File: src/rtl/mux_rr_arbiter.sv
// Round-robin arbiter sharing one registered mux between NREQ requesters.
// Grants are one-hot with a binary select; each owner is capped at MAXHOLD consecutive cycles.
module mux_rr_arbiter #(
  parameter int NREQ    = 4,
  parameter int DW      = 1,
  parameter int MAXHOLD = 4,
  localparam int SW     = (NREQ > 1) ? $clog2(NREQ) : 1
) (
  input  logic                 clk,
  input  logic                 rst_n,
  input  logic [NREQ-1:0]      req,
  input  logic [NREQ*DW-1:0]   data_in,
  output logic [NREQ-1:0]      gnt,
  output logic [SW-1:0]        sel,
  output logic [DW-1:0]        data_out,
  output logic                 valid_out,
  output logic                 o_dbg_state
);

  localparam int HW = (MAXHOLD > 1) ? $clog2(MAXHOLD) : 1;
  localparam logic [HW-1:0] HOLD_LAST = HW'(MAXHOLD - 1);
  localparam logic [SW-1:0] LAST_IDX  = SW'(NREQ - 1);

  typedef enum logic {IDLE = 1'b0, GRANT = 1'b1} state_t;

  state_t            r_state, w_state_nx;
  logic [NREQ-1:0]   r_gnt, w_gnt_nx;
  logic [SW-1:0]     r_sel, w_sel_nx;
  logic [SW-1:0]     r_ptr, w_ptr_nx;
  logic [HW-1:0]     r_hold, w_hold_nx;
  logic [DW-1:0]     r_dout;
  logic              r_valid;

  logic [SW:0]       w_pick_idle;
  logic [SW:0]       w_pick_rel;
  logic [SW-1:0]     w_ptr_rel;
  logic              w_release;
  logic [DW-1:0]     w_sel_data;

  // Returns {found, index} of the first requester at or after start, wrapping.
  function automatic logic [SW:0] f_pick(input logic [NREQ-1:0] f_req,
                                         input logic [SW-1:0]   f_start);
    logic          f_found;
    logic [SW-1:0] f_idx;
    logic [SW-1:0] f_k;
    f_found = 1'b0;
    f_idx   = '0;
    f_k     = f_start;
    for (int i = 0; i < NREQ; i++) begin
      if (!f_found && f_req[f_k]) begin
        f_found = 1'b1;
        f_idx   = f_k;
      end
      f_k = (f_k == LAST_IDX) ? '0 : f_k + 1'b1;
    end
    return {f_found, f_idx};
  endfunction

  function automatic logic [NREQ-1:0] f_onehot(input logic [SW-1:0] f_idx);
    logic [NREQ-1:0] f_v;
    f_v        = '0;
    f_v[f_idx] = 1'b1;
    return f_v;
  endfunction

  // On release the owner hands priority to its successor, so it is searched last.
  assign w_ptr_rel   = (r_sel == LAST_IDX) ? '0 : r_sel + 1'b1;
  assign w_pick_idle = f_pick(req, r_ptr);
  assign w_pick_rel  = f_pick(req, w_ptr_rel);
  assign w_release   = !req[r_sel] || (r_hold == HOLD_LAST);

  always_comb begin
    w_state_nx = r_state;
    w_gnt_nx   = r_gnt;
    w_sel_nx   = r_sel;
    w_ptr_nx   = r_ptr;
    w_hold_nx  = r_hold;
    case (r_state)
      IDLE: begin
        if (w_pick_idle[SW]) begin
          w_state_nx = GRANT;
          w_gnt_nx   = f_onehot(w_pick_idle[SW-1:0]);
          w_sel_nx   = w_pick_idle[SW-1:0];
          w_hold_nx  = '0;
        end
      end
      GRANT: begin
        if (!w_release) begin
          w_hold_nx = r_hold + 1'b1;
        end else begin
          w_ptr_nx  = w_ptr_rel;
          w_hold_nx = '0;
          if (w_pick_rel[SW]) begin
            w_gnt_nx = f_onehot(w_pick_rel[SW-1:0]);
            w_sel_nx = w_pick_rel[SW-1:0];
          end else begin
            w_state_nx = IDLE;
            w_gnt_nx   = '0;
          end
        end
      end
      default: w_state_nx = IDLE;
    endcase
  end

  always_comb begin
    w_sel_data = '0;
    for (int i = 0; i < NREQ; i++) begin
      if (r_sel == SW'(i)) w_sel_data = data_in[i*DW +: DW];
    end
  end

  always_ff @(posedge clk or negedge rst_n) begin
    if (!rst_n) begin
      r_state <= IDLE;
      r_gnt   <= '0;
      r_sel   <= '0;
      r_ptr   <= '0;
      r_hold  <= '0;
    end else begin
      r_state <= w_state_nx;
      r_gnt   <= w_gnt_nx;
      r_sel   <= w_sel_nx;
      r_ptr   <= w_ptr_nx;
      r_hold  <= w_hold_nx;
    end
  end

  // Datapath follows the pre-edge grant, so it lags gnt by one cycle.
  always_ff @(posedge clk or negedge rst_n) begin
    if (!rst_n) begin
      r_dout  <= '0;
      r_valid <= 1'b0;
    end else begin
      r_valid <= |r_gnt;
      if (|r_gnt) r_dout <= w_sel_data;
    end
  end

  assign gnt         = r_gnt;
  assign sel         = r_sel;
  assign data_out    = r_dout;
  assign valid_out   = r_valid;
  assign o_dbg_state = (r_state == GRANT);

endmodule

File: config.mk
export PLATFORM = sky130hd
export DESIGN_NAME = mux_rr_arbiter
export DESIGN_NICKNAME = d
export VERILOG_FILES = /design/src/rtl/mux_rr_arbiter.sv
export SDC_FILE = /design/constraint.sdc
export NUM_CORES = 1
export LEC_CHECK = 0
export CORE_MARGIN = 2
export CORE_UTILIZATION = 50
export CTS_BUF_LIST = sky130_fd_sc_hd__clkbuf_16
export DETAILED_ROUTE_END_ITERATION = 7
export GPL_ROUTABILITY_DRIVEN = 0
export PLACE_DENSITY = 0.82
export SYNTH_ARGS = -nofsm -noshare
export SYNTH_HDL_FRONTEND = slang
export SYNTH_SLANG_ARGS = --single-unit
export TNS_END_PERCENT = 20
File: constraint.sdc
create_clock -name clk -period 3.3 [get_ports clk]
set_input_delay 0.99 -clock clk [delete_from_list [all_inputs] [get_ports clk]]
set_output_delay 0.99 -clock clk [all_outputs]
set_load 0.05 [all_outputs]
==> reports/results.tsv <==
metric	value	unit
nets in the synthesized netlist	188	
clock-pin slew on the worst setup and hold paths	0.04	ns
initial core utilization	0.529	
buffer levels on the longest clock path	2	
critical path required time	3.43	ns
antenna violations before repair	0	
die span in x	58.0	µm
maximum fanout count along the critical path	6	
routed wire length per instance	16.3	µm
post-CTS repair timing setup buffer count	0	
final setup TNS	0	ns
height of the die	58.0	µm
worst slew pin tran	0.665	ns
launching instance or port of the critical path	req[0]	
TritonCTS clock tree	yes	
timing endpoint of the critical path	sel[0]	
number of synthesized flops with an enable pin	0	
Clock Skew	0.00132	ns
layout overhead on the synthesized area	20.5	%
area share of the leading cell type in the synthesized netlist	0.223	
arrival time at the worst endpoint	3.05	ns
MaxCap Viol Count	0	
library cell occupying the most area in the post-synthesis netlist	sky130_fd_sc_hd__dfrtp_1	
Worst Hold Class	flip-flop to flip-flop	
GRT Overall Usage	0.242	
final std cell area, no fill	1760	µm²
library cells used by synthesis	58	
wire length of the first global-routing pass	6.38	mm
cell count after synthesis	172	
standard-cell row count	19	
total power per unit cell area	1110	nW/µm²
max-slew violation count	0	
buffers added on ports	18	
top-level I/O count	19	
leakage power	0.758	nW
Register-to-Register Path Depth	7	
min cycle time layout	2.92	ns
area of the core	2760	µm²
Slew Limit Headroom	0.553	
RSZ-0062 raised after global routing	false	
total length of routed wires	3.63	mm
vias in the first global route	1421	
internal reg-to-reg setup slack	0.58	ns
kind of end point of the critical path	flip-flop	
Final nets	209	
final design utilization	0.637	
cell types with the largest area share after synthesis	sky130_fd_sc_hd__dfrtp_1, sky130_fd_sc_hd__ha_1, sky130_fd_sc_hd__mux2i_1, sky130_fd_sc_hd__buf_4, sky130_fd_sc_hd__a21oi_1	
YS warnings	0	
total area of multi-input combinational cells	995	µm²
sequential cell area	325	µm²
pin count of the biggest net entering global routing	21	
DRT Pass-1 Iters	5	
capturing point of the worst reg2reg path	gnt[2]	
clock latency reported for the late side of the worst-skew pair	0.24	ns
via-per-instance ratio	6.31	
Resized Gates After CTS	0	
Startpoint Class	input pin	
number of DRC markers after the initial detailed-route iteration	67	
total of flip-flops plus latches after synthesis	13	
leftover overflow at the end of global routing	0	
number of hold violations in the final report	0	
estimated wirelength of the detail-placed design	2.72	mm
vias after detailed routing	1408	
final period utilization	0.884	
clock root buffer	sky130_fd_sc_hd__clkbuf_16	
clock sink count	13	
worst flop-to-flop path startpoint	r_ptr[1]	
H-tree depth	1	
cell area after placement	1680	µm²
setup violation total in the final timing report	0	
Crit Path Category	input pin to flip-flop	
Mapped Avg Cell Area	8.48	µm²
number of remaining DRC errors	0	
outcome	finished clean	
Seq/Total Area, Yosys	0.223	
share of layout cells above drive strength 1	0.146	
die area	3370	µm²
fill cell instance count of the final layout	242	
fmax	343	MHz
Synth async-reset ratio	1.00	
antenna cells	0	
netlist area before placement	1460	µm²
most used flip-flop cell after synthesis	sky130_fd_sc_hd__dfrtp_1	
Post-CTS Hold Buffers	0	
Inserted Clock Buffers	3	
maximum vdd drop	0.737	mV
Final ANT Viol Nets	0	
[cells in the mapped netlist, drive strengths merged, types with 2 or more instances]
library cell and number:
nand3b 4, o211a 2, ha 6, a211oi 3
nand2 12, a21oi 10, or3 3, nor2b 4
mux2i 6, nor2 13, inv 8, dfrtp 13
mux2 3, a31oi 3, o211ai 4, nor3 5
a32oi 3, o21ai 9, and3 2, nand3 3
a2111oi 2, nor3b 3, or2 2, or3b 2
or4 3, buf 13, o31ai 2, a22o 4
clkbuf 2, nand2b 5
[how the worst min path moves through the flow]
stage                     startpoint   endpoint  slack, ns  cells past startpoint
after floorplan            r_hold[1]  r_hold[1]       0.48                      1
after global placement     r_hold[1]  r_hold[1]       0.50                      1
after detailed placement   r_hold[1]  r_hold[1]       0.52                      1
after CTS                   data_out   data_out       0.53                      2
after global routing       r_hold[0]  r_hold[0]       0.55                      1
final                       data_out   data_out       0.53                      2
[power by group]
| group | internal, mW | switching, mW |
|---|---|---|
| Clock | 0.159 | 0.0626 |
| Combinational | 0.599 | 0.839 |
| Sequential | 0.231 | 0.0677 |
| Total | 0.989 | 0.970 |
[layout make-up]
cell class | instances | area share
Timing Repair Buffer | 31 | 0.165
Clock inverter | 1 | 0.00214
Inverter | 8 | 0.0171
Sequential cell | 13 | 0.185
Clock buffer | 3 | 0.0427
Multi-Input combinational cell | 136 | 0.566
Tap cell | 31 | 0.0221
[per-layer routing]
layer	up-vias	GRT usage	part of all wire
li1	682	-	-
met5	-	0	0
met1	671	0.308	0.42
met3	12	0.0402	0.051
met4	0	0.0997	0.025
met2	43	0.407	0.50
[sequential cells by signal, indices dropped and copies added, names as in the netlist]
signal       cells
data_out         1
gnt              4
o_dbg_state      1
r_hold           2
r_ptr            2
sel              2
valid_out        1
[placed cells by master (no fill, tap or decap), types with 2 or more instances in the layout]
cell	instances
sky130_fd_sc_hd__clkdlybuf4s50_1	18
sky130_fd_sc_hd__nor2_1	13
sky130_fd_sc_hd__dfrtp_1	13
sky130_fd_sc_hd__nand2_1	12
sky130_fd_sc_hd__buf_4	12
sky130_fd_sc_hd__a21oi_1	10
sky130_fd_sc_hd__inv_1	8
sky130_fd_sc_hd__o21ai_0	7
sky130_fd_sc_hd__mux2i_1	6
sky130_fd_sc_hd__ha_1	6
sky130_fd_sc_hd__nand2b_1	5
sky130_fd_sc_hd__nor3_1	5
sky130_fd_sc_hd__nand3b_1	4
sky130_fd_sc_hd__nor2b_1	4
sky130_fd_sc_hd__a22o_1	4
sky130_fd_sc_hd__or4_1	3
sky130_fd_sc_hd__a31oi_1	3
sky130_fd_sc_hd__mux2_2	3
sky130_fd_sc_hd__a32oi_1	3
sky130_fd_sc_hd__nor3b_1	3
sky130_fd_sc_hd__nand3_1	3
sky130_fd_sc_hd__o211ai_1	3
sky130_fd_sc_hd__a211oi_1	3
sky130_fd_sc_hd__clkbuf_16	3
sky130_fd_sc_hd__o31ai_1	2
sky130_fd_sc_hd__o21ai_1	2
sky130_fd_sc_hd__or3_1	2
sky130_fd_sc_hd__o211a_1	2
sky130_fd_sc_hd__and3_1	2
sky130_fd_sc_hd__or3b_1	2
[stage by stage]
step           worst slack [ns]  instances  total power [mW]  hold WS, ns
2_1_floorplan             0.302        172              1.43        0.477
3_3_place_gp              0.224        219              1.67        0.497
3_5_place_dp              0.192        219              1.72        0.517
4_1_cts                   0.415        223              1.96        0.531
5_1_grt                   0.291        223              2.12        0.553
6_report                  0.382        223              1.96        0.527
[cell families after synthesis]
group,synth area share
multiplexers,0.0798
AO/OA/AOI/OAI,0.294
flip-flops,0.223
buffers and inverters,0.0952
AND/OR/NAND/NOR,0.244
adder cells (fa/ha/maj),0.0515
XOR/XNOR,0.0120
[critical path, stage by stage]
cell and delay [ns]:
sky130_fd_sc_hd__clkdlybuf4s50_1 0.51, sky130_fd_sc_hd__buf_4 0.21, sky130_fd_sc_hd__nor4_1 0.61, sky130_fd_sc_hd__nand2b_1 0.24, sky130_fd_sc_hd__or4_1 0.17, sky130_fd_sc_hd__o21ai_0 0.12, sky130_fd_sc_hd__a22o_1 0.20
(Power assumes the default switching activity.)
